### config.mk
export PLATFORM = sky130hd
export DESIGN_NAME = calc_ctrl
export DESIGN_NICKNAME = d
export VERILOG_FILES = /design/src/rtl/calc_pkg.sv /design/src/rtl/calc_scan.sv /design/src/rtl/calc_ctrl.sv
export SDC_FILE = /design/constraint.sdc
export NUM_CORES = 1
export LEC_CHECK = 0
export CAP_MARGIN = 25
export CORE_MARGIN = 2
export CORE_UTILIZATION = 50
export DETAILED_ROUTE_END_ITERATION = 12
export PLACE_DENSITY = 0.7
export SYNTH_ARGS = -nofsm -noshare
export SYNTH_HDL_FRONTEND = slang
export SYNTH_SLANG_ARGS = --single-unit
### constraint.sdc
create_clock -name sys_clk -period 3.3 [get_ports sys_clk]
set_clock_uncertainty 0.2 [all_clocks]
set_input_delay 0.33 -clock sys_clk [delete_from_list [all_inputs] [get_ports sys_clk]]
set_output_delay 0.33 -clock sys_clk [all_outputs]
set_load 0.02 [all_outputs]
### src/rtl/calc_pkg.sv
// Shared types and constants for the calculator sequencing controller.
package calc_pkg;

   typedef enum logic [1:0] {
      STATE_A       = 2'd0,
      STATE_COMMAND = 2'd1,
      STATE_B       = 2'd2,
      STATE_EQUAL   = 2'd3
   } statetype;

   typedef enum logic {
      C_ADD = 1'b0,
      C_SUB = 1'b1
   } commandtype;

   localparam logic [3:0] DIG_MINUS  = 4'hF;
   localparam logic [2:0] DIGS_RESET = 3'b001;

   // Operand increment with wrap back to zero past the maximum.
   function automatic logic [3:0] inc_operand(input logic [3:0] v, input logic [3:0] max_v);
      return (v >= max_v) ? 4'd0 : v + 4'd1;
   endfunction

endpackage

### src/rtl/calc_scan.sv
// Digit scan timer: holds each digit for SCAN_COUNT cycles, then rotates the
// one-hot select. digs_next lets the caller register data aligned with digs.
module calc_scan
   import calc_pkg::*;
#(
   parameter logic [31:0] SCAN_COUNT = 32'd25000
) (
   input  logic       sys_clk,
   input  logic       rst,
   output logic [2:0] digs,
   output logic [2:0] digs_next
);

   logic [31:0] cnt;
   logic        term;

   assign term = (cnt == SCAN_COUNT - 32'd1);

   // Rotate ones -> tens -> sign -> ones on terminal count.
   always_comb begin
      digs_next = term ? {digs[1:0], digs[2]} : digs;
   end

   // Scan counter and digit-select register.
   always_ff @(posedge sys_clk) begin
      if (rst) begin
         cnt  <= 32'd0;
         digs <= DIGS_RESET;
      end else begin
         cnt  <= term ? 32'd0 : cnt + 32'd1;
         digs <= digs_next;
      end
   end

endmodule

### src/rtl/calc_ctrl.sv
// Calculator sequencing controller: entry FSM, operand/command registers,
// ADD/SUB result and multiplexed three-digit display data.
module calc_ctrl
   import calc_pkg::*;
#(
   parameter logic [31:0] SCAN_COUNT  = 32'd25000,
   parameter logic [3:0]  MAX_OPERAND = 4'd9
) (
   input  logic       sys_clk,
   input  logic       rst,
   input  logic       click_state,
   input  logic       click_inc,
   output logic [1:0] state,
   output logic [3:0] digit_val,
   output logic       digit_blank,
   output logic [2:0] digs
);

   statetype   state_q, state_d;
   commandtype cmd_q, cmd_d;
   logic [3:0] a_q, a_d, b_q, b_d;
   logic [2:0] digs_next;
   logic [5:0] r, mag;
   logic       tens;
   logic [3:0] ones;
   logic [3:0] val_d;
   logic       blank_d;

   calc_scan #(.SCAN_COUNT(SCAN_COUNT)) u_scan (
      .sys_clk   (sys_clk),
      .rst       (rst),
      .digs      (digs),
      .digs_next (digs_next)
   );

   assign state = state_q;

   // State and operand registers.
   always_ff @(posedge sys_clk) begin
      if (rst) begin
         state_q <= STATE_A;
         a_q     <= 4'd0;
         b_q     <= 4'd0;
         cmd_q   <= C_ADD;
      end else begin
         state_q <= state_d;
         a_q     <= a_d;
         b_q     <= b_d;
         cmd_q   <= cmd_d;
      end
   end

   // Next state and field edits; a state click swallows a same-cycle increment.
   always_comb begin
      state_d = state_q;
      a_d     = a_q;
      b_d     = b_q;
      cmd_d   = cmd_q;
      if (click_state) begin
         case (state_q)
            STATE_A:       state_d = STATE_COMMAND;
            STATE_COMMAND: state_d = STATE_B;
            STATE_B:       state_d = STATE_EQUAL;
            STATE_EQUAL:   state_d = STATE_A;
            default:       state_d = STATE_A;
         endcase
      end else if (click_inc) begin
         case (state_q)
            STATE_A:       a_d   = inc_operand(a_q, MAX_OPERAND);
            STATE_COMMAND: cmd_d = (cmd_q == C_ADD) ? C_SUB : C_ADD;
            STATE_B:       b_d   = inc_operand(b_q, MAX_OPERAND);
            default:       ;
         endcase
      end
   end

   // Result as 6-bit two's complement; |r| <= 18 so a single compare splits digits.
   always_comb begin
      if (cmd_q == C_SUB) r = {2'b00, a_q} - {2'b00, b_q};
      else                r = {2'b00, a_q} + {2'b00, b_q};
      mag  = r[5] ? (6'd0 - r) : r;
      tens = (mag >= 6'd10);
      ones = tens ? (mag[3:0] - 4'd10) : mag[3:0];
   end

   // Content of the digit about to be selected.
   always_comb begin
      val_d   = 4'd0;
      blank_d = 1'b1;
      case (digs_next)
         3'b001: begin
            blank_d = 1'b0;
            case (state_q)
               STATE_A:       val_d = a_q;
               STATE_COMMAND: val_d = {3'b000, cmd_q};
               STATE_B:       val_d = b_q;
               default:       val_d = ones;
            endcase
         end
         3'b010: begin
            if (state_q == STATE_EQUAL) begin
               val_d   = {3'b000, tens};
               blank_d = !tens;
            end
         end
         3'b100: begin
            if (state_q == STATE_EQUAL && r[5]) begin
               val_d   = DIG_MINUS;
               blank_d = 1'b0;
            end
         end
         default: ;
      endcase
   end

   // Display data registered alongside digs so the pair switches together.
   always_ff @(posedge sys_clk) begin
      if (rst) begin
         digit_val   <= 4'd0;
         digit_blank <= 1'b0;
      end else begin
         digit_val   <= val_d;
         digit_blank <= blank_d;
      end
   end

endmodule

-- Yosys cells after proc, flatten, opt, wreduce, memory -nomap -nowiden
Cells that the tools add are included.
- flip-flop bits (word level): 51
- bits of input ports: 4
- word-level logic and storage cells: 48
- $add $sub $neg: 7
- $lt $le $gt $ge: 3
- equal/unequal tests: 7
- muxes and demuxes: 15
- bitwise logic cells: 1
- reductions and logical operators: 7
- operators by type and width (cell ; count):
    32-bit by 1-bit adder with 32-bit output, second input constant ; 1
    32-bit by 15-bit == test with 1-bit output, second input constant ; 1
    4-bit case mux with 3 select lines ; 2
    4-bit 2-to-1 mux ; 4
    6-bit 2-to-1 mux ; 2
    3-bit AND reduction ; 3
    4-bit by 1-bit adder with 4-bit output, second input constant ; 2
    4-bit greater-or-equal comparator, second input constant ; 2
    2-bit case mux with 4 select lines ; 1
    6-bit by 4-bit greater-or-equal comparator with 1-bit output, second input constant ; 1
    1-bit by 6-bit subtractor with 6-bit output, first input constant ; 1
    4-bit by 4-bit adder with 5-bit output ; 1
    4-bit by 4-bit subtractor with 5-bit output ; 1
    2-bit == test, second input constant ; 2
    1-bit 2-to-1 mux ; 4
    4-bit subtractor, second input constant ; 1
    3-bit by 1-bit == test with 1-bit output, second input constant ; 1
    3-bit by 2-bit == test with 1-bit output, second input constant ; 1
    3-bit == test, second input constant ; 1
    3-bit 2-to-1 mux ; 1
    1-bit case mux with 3 select lines ; 1
    2-bit by 1-bit == test with 1-bit output, second input constant ; 1
    2-bit logical NOT ; 1
    2-bit OR reduction ; 1
    other kinds (3) ; 3

-- Depth between registers and ports, before layout
- depth in word-level cells: 8
- depth in mapped cells: 13
- mapped depth without buffers: 12

-- By module
From an unflattened synthesis, not the netlist that was laid out.
- cells, all modules: 398
- area total of the unflattened synthesis: 3301.9 µm²
- by module, submodules not included (module ; instances ; cells each ; area each (µm²)):
    calc_scan ; 1 ; 213 ; 1803.0
    calc_ctrl ; 1 ; 185 ; 1498.9

-- Worst setup path after synthesis
OpenSTA, ideal clock, no wires.
- path type: register to register
- start point: reg a_q[0]
- end point: reg digit_val[3]
- setup time: 0.106 ns
- data arrival time: 2.767 ns
- slack: 0.227 ns
- stages on the path, launching flop included: 13
- buffers on the path: 0
- period minus slack after synthesis: 3.073 ns
- cells stage by stage: dfxtp_1 > inv_1 > ha_1 > inv_1 > fa_1 > mux2i_1 > ha_1 > nor2_1 > xor2_1 > ha_1 > a221oi_1 > a211o_1 > o311ai_0
- cells in the longest elaborated chain, start to end: 8
- ends and longest elaborated chain (item ; line ; source):
    start: declaration ; calc_ctrl.sv:21 ; logic [3:0] a_q, a_d, b_q, b_d;
    start signal: assignment ; calc_ctrl.sv:42 ; a_q <= 4'd0;
    start signal: assignment ; calc_ctrl.sv:47 ; a_q <= a_d;
    4-bit by 4-bit adder with 5-bit output or 4-bit by 4-bit subtractor with 5-bit output (tied branches) ; calc_ctrl.sv:80, calc_ctrl.sv:79 ;
    6-bit 2-to-1 mux (*) ; calc_ctrl.sv:79 ; if (cmd_q == C_SUB) r = {2'b00, a_q} - {2'b00, b_q};
    1-bit by 6-bit subtractor with 6-bit output ; calc_ctrl.sv:81 ; mag = r[5] ? (6'd0 - r) : r;
    6-bit 2-to-1 mux ; calc_ctrl.sv:81 ;
    6-bit by 4-bit greater-or-equal comparator with 1-bit output or 4-bit subtractor (tied branches) ; calc_ctrl.sv:82, calc_ctrl.sv:83 ;
    4-bit 2-to-1 mux ; calc_ctrl.sv:83 ; ones = tens ? (mag[3:0] - 4'd10) : mag[3:0];
    4-bit case mux with 3 select lines ; calc_ctrl.sv:93 ; case (state_q)
    4-bit case mux with 3 select lines (*) ; calc_ctrl.sv:90 ; case (digs_next)
    end signal: assignment ; calc_ctrl.sv:122 ; digit_val <= val_d;
    end: declaration ; calc_ctrl.sv:14 ; output logic [3:0] digit_val,
Mark *: on every way between the ends. The rest lies on a longest branch, timed or not.
A chain may end at the register's enable or synchronous reset.

-- Final worst setup path
Same ends and word-level chain as after synthesis.

==> impl_results.md <==
- Synth area leaders: dfxtp_1 34%, ha_1 8.7%, nor2_1 8.1%
- Adder-cell share of the synthesized area: 10.1%
- Clock latency on the worst-skew pair: 0.30 ns
- Filler Cell Count: 539
- Critical Path Slowest Stage Cell: fa_1
- Peak supply drop: 0.200 mV
- Post-Syn Area: 3010 sq um
- Design Area, Final: 3320 sq um
- Switching Share: 24.8%
- Synth cell count leaders: 65 x nor2_1, 51 x dfxtp_1, 27 x nand2_1
- Mapped Nets: 385
- Max Cap Viol: 0
- Cell taking the most area after synthesis: dfxtp_1
- # clock sinks: 51
- Slew Viols, Final: 0
- # diodes: 0
- Worst min path class: reg2reg
- NetSw: 0.272 mW
- Post-synth EDFFs: 0
- Detail Route met3 WL: 175 um
- Met1 WL: 3.07 mm
- Post-route DRC: 0
- Gr ovfl total: 0
- Cells after Synth: 358
- Worst Slack Setup Final: 0.212 ns
- Crit path required time: 3.28 ns
- Mean routed wirelength per cell: 13.1 um
- Crit. End Element: register
- # setup viols final: 0
- Synth Flop Type: dfxtp_1
- Worst Setup SP: a_q[0]
- Largest net degree at the start of global routing: 33
- Total Nets Final: 398
- Die Width: 81.6 um
- Global-route wire length before repair: 10.4 mm
- Worst hold slack: 0.274 ns
- Slew margin rel.: 57.2%
- CTS Buffer Depth: 2
- Initial core utilization: 51.4%
- Pwr Density: 330 nW/um^2
- Die area: 6650 sq um
- Worst-Margin Slew: 0.626 ns
- Combinational fraction of design power: 10.2%
- Antenna Nets Post-Route: 0
- Vias in the first global route: 2315
- Routed via count: 2412
- Run status: finished clean
- Synthesis-stage register bit count: 51
- Final core utilization: 56.7%
- Initial antenna violation count: 0
- IO Port Bufs: 13
- Worst-path fanout max: 4
- Setup Buffers After CTS: 0
- Largest family of logic cells by synthesized area: simple AND/OR/NAND/NOR gates
- Mux cell area share after synthesis: 2.04%
- Kind of critical path: reg2reg
- Synthesis Warnings: 0
- Max stage delay on crit path: 0.42 ns
- Vias/cell: 5.40
- Core box area: 5850 sq um
- I/O Pins: 14
- Synth Area in Simple Gates: 27.3%
- Sequential area share after synthesis: 33.9%
- CTS buffer count: 5
- Share of cells above drive strength 1: 8.33%
- Worst r2r src: a_q[0]
- Crit start category: register
- Clock power frac: 31.6%
- Reg power frac: 58.2%
- Setup TNS: 0 ns
- CTS Hold Bufs: 0
- Synth Area in Compound Gates: 11.2%
- Crit path cell chain: inv_1 -> ha_1 -> inv_1 -> fa_1 -> mux2i_2 -> ha_2 -> nor2_1 -> a21o_1 -> ha_2 -> a221oi_1 -> a211o_1 -> o311ai_0
- Share of the synthesized area in the top cell type: 33.9%
- GRT Util Overall: 19.5%
- Worst-path clk slew: 0.09 ns
- Final period util: 93.6%
- TritonCTS clock tree: built
- Placer congestion estimate: 0.859
- Internal power: 0.823 mW
- Post-synth ARST share: 0%
- Pre-CTS setup slack: 0.0888 ns
- Die height: 81.6 um
- Hold Violations, Final: 0
- HPWL Detailed: 4.36 mm
- Root Buffer: clkbuf_8
- Top-count cell post-synth: nor2_1
- Post-Route WL: 5.87 mm
- Worst min-delay path startpoint: u_scan.cnt[0]
- Post-CTS sizing: 0
- DR WL met2: 2.59 mm
- H-tree lvl count: 2
- # rows: 28
- Post-Synth XOR/XNOR Area: 11.4%
- Top Layer Used: met4
- Router iterations before antenna repair: 5
- Peak Freq: 324 MHz
- Post-synthesis cell type count: 59
- DP Area: 3220 sq um
- Leak: 1.28 nW
- Area grow syn2layout: 10.3%
- Tmin final: 3.09 ns
- CP arrival: 3.07 ns
- Syn Area/Cell: 8.40 sq um
- Number of DRC markers in iteration 0: 71
==> placed cells by master, fill, tap and decap left out, types with 3 or more instances in the layout <==
cell             count
nand2b_1             5
and3_1               5
clkbuf_8             5
nor2_1              65
inv_1               16
nor3_1               3
a21o_1               4
xor2_1              23
a31oi_1              3
mux2i_1              4
nor4_1               5
a21oi_1              7
or2_2                4
nor4b_1              3
nand2_1             27
a221oi_1             3
ha_1                19
xnor2_1             16
clkdlybuf4s50_1     13
nand4_1              7
nor2b_1              7
buf_4                6
and2b_1              3
nand3_1             16
dfxtp_1             49
a211o_1              3
and2_1               5
==> through the flow <==
step / total power [mW] / cells
after global placement: 0.759 / 439
after detailed placement: 0.762 / 439
after CTS: 1.11 / 447
final: 1.09 / 447
after floorplan: 0.729 / 358
after global routing: 1.15 / 447
==> worst paths after layout <==
path,end,slack [ns],depth (start not counted)
max,digit_val[3],0.21,12
min,u_scan.cnt[0],0.27,1
max reg2reg,digit_val[3],0.21,12
min reg2reg,u_scan.cnt[0],0.27,1
==> flip-flops by register name, indices dropped and copies added (netlist names) <==
signal and cells:
u_scan.cnt 32, a_q 4, b_q 4, digit_val 4, u_scan.digs 3, state 2
cmd_q 1, digit_blank 1
==> critical path, delay by kind of cell, from the launching register on <==
family	cells	cell delay, ns
buffers and inverters	2	0.14
flip-flops	1	0.36
AND/OR/NAND/NOR	1	0.16
multiplexers	1	0.20
AO/OA/AOI/OAI	4	0.77
adder cells (fa/ha/maj)	4	1.17
==> power groups by stage <==
| stage | Combinational [mW] | Sequential, mW | Clock (mW) |
|---|---|---|---|
| global route | 0.127 | 0.640 | 0.380 |
| global placement | 0.108 | 0.651 | 0 |
| CTS | 0.111 | 0.637 | 0.357 |
| floorplan | 0.0760 | 0.653 | 0 |
| finish | 0.112 | 0.637 | 0.346 |
| detailed placement | 0.110 | 0.651 | 0 |
==> routing by layer <==
layer | global-route usage, % | vias up
met2 | 30.9 | 40
met1 | 27.6 | 1110
met3 | 3.08 | 5
met5 | 0 | -
li1 | - | 1257
met4 | 5.42 | 0
==> area by class of cell <==
| cell class | instances | area [sq um] | area share (%) |
|---|---|---|---|
| Tap cell | 75 | 93.8 | 2.83 |
| Sequential cell | 51 | 1020 | 30.8 |
| Inverter | 16 | 60.1 | 1.81 |
| Clock buffer | 6 | 72.6 | 2.19 |
| Timing Repair Buffer | 19 | 175 | 5.28 |
| Multi-Input combinational cell | 278 | 1880 | 56.7 |
| Clock inverter | 2 | 12.5 | 0.377 |
==> cell families after synthesis <==
| kind of cell | after synthesis |
|---|---|
| AO/OA/AOI/OAI | 44 |
| buffers and inverters | 29 |
| multiplexers | 6 |
| adder cells (fa/ha/maj) | 23 |
| AND/OR/NAND/NOR | 166 |
| flip-flops | 51 |
| XOR/XNOR | 39 |
Note: power is estimated with default switching activity, not from simulation.
==> RTL change: new RTL, same flow settings <==
Remove the register `digit_val`: a continuous assignment takes its place, so the output `digit_val` follows one clock earlier.
--- a/src/rtl/calc_ctrl.sv
+++ b/src/rtl/calc_ctrl.sv
@@ -117,12 +117,12 @@
    always_ff @(posedge sys_clk) begin
       if (rst) begin
-         digit_val   <= 4'd0;
          digit_blank <= 1'b0;
       end else begin
-         digit_val   <= val_d;
          digit_blank <= blank_d;
       end
    end
 
+   assign digit_val = val_d;
+
 endmodule
 
Behaviour: not the same (Yosys sat finds a counterexample within 4 cycles, from zero or initial values and one cycle with rst high).
==> RTL change against the unedited design <==
  * Sequential power down 8.2%
  * The run now ends with setup timing left
  * Sequential cell count is 4 lower
  * Setup slack lost 0.35 ns
  * Register-to-register slack improved by 0.32 ns
  * Total power up 0.21%
  * Synthesized area decreased by 6.3%
  * Clock power rose by 6.1%
  * Routed wire length increased by 5.3%
  * Maximum frequency down 10%
  * Final cell count is 1.8% higher
  * Final area increased by 7.1%
  * Largest power group unchanged
==> RTL change: results <==
group,metric,value,unit
worst_setup_path,crit_path_end,"digit_val[1]",
hold_path,hold_start,"u_scan.cnt[31]",
synthesis,synthAdderAreaFrac,10.7,%
finish,drive_gt1_share,24.3,%
finish,final_nets,409,
place,post-dp-hpwl,4.41,mm
synthesis,synth_compound_area_share,9.05,%
sta,timing.final.ws_setup,-0.140,ns
power,peakVddDrop,0.000225,V
grt,grt_use_met1,26.3,%
sta,holdWs,0.295,ns
grt,grtUsageMet3,3.41,%
clock_network,post_cts_buffers,6,
finish,fillers,440,
synthesis,ys_seq_area_share,33.4,%
sta,setup_viol,4,
power,powerDensity,309,nW/um^2
hold_path,hold_depth,2,
power,leakagePower,1.45,nW
synthesis,synthTopCellsByCount,"nor2_1 (60), dfxtp_1 (47), xor2_1 (28), ha_1 (21), nand2_1 (21)",
power,p_int,817,uW
synthesis,synthXorXnorAreaFrac,13.0,%
drt,vias,2414,
place,placed_cell_area,3260,um^2
place,post-place-cells,438,
hold_path,worstHoldEndpoint,"u_scan.cnt[31]",
synthesis,yosysWarnings,0,
synthesis,avgSynthCellArea,8.57,um^2
place,routabilityCongestion,0.804,
worst_setup_path,slowest_stage,"fa_2",
sta,setup_tns,-0.473,ns
clock_network,ctsResizeCount,42,
synthesis,yosysUniqueCellTypes,57,
run_status,status,"finished, violations left",
synthesis,synth_mux_area_share,3.24,%
worst_setup_path,r2r_cells,14,
power,clk-power,367,uW
power,combinationalPowerShare,13.3,%
synthesis,synthTopCellsByArea,"dfxtp_1 (33%), ha_1 (9.3%), xor2_1 (8.7%), nor2_1 (8.0%), xnor2_1 (4.3%)",
grt,use_met2,36.6,%
worst_setup_path,reg2reg_slack,0.53,ns
worst_setup_path,rr_endpoint,"digit_blank",
run_status,violations,"setup timing",
grt,grt_util_all_layers,20.8,%
sta,worst_pin_slew,0.586,ns
synthesis,synth.net_count,356,
grt,grt_pass1_wl,10.5,mm
drt,dr.pass1.iters,4,
## RTL change: cell types whose count changed after synthesis, sizes merged, moves of 4 or more
cell	change
nand2	-5
nand3	+4
nor2b	-6
nand2b	-4
xor2	+5
nor2	-5
dfxtp	-4
## RTL change: final cells by class
class                           count  area, um^2  area share [%]
Multi-Input combinational cell    259        1920            53.9
Sequential cell                    47         946            26.6
Timing Repair Buffer               55         447            12.6
Tap cell                           72        90.1            2.54
Clock buffer                        6        82.6            2.32
Inverter                           14        55.1            1.55
Clock inverter                      2        16.3           0.458
## RTL change: kinds of logic after synthesis
family                     after synthesis
muxes                                    9
xor gates and xnor gates                42
and+or+nand+nor                        150
AOI/OAI and AO/OA                       35
adders and majority gates               23
buffers and inverters                   23
DFF                                     47
## RTL change: metal layers
metal | routed length (um) | share of wire (%)
met5 | 0 | 0
met4 | 69 | 1.1
met1 | 2910 | 47
met2 | 3010 | 49
met3 | 195 | 3.2
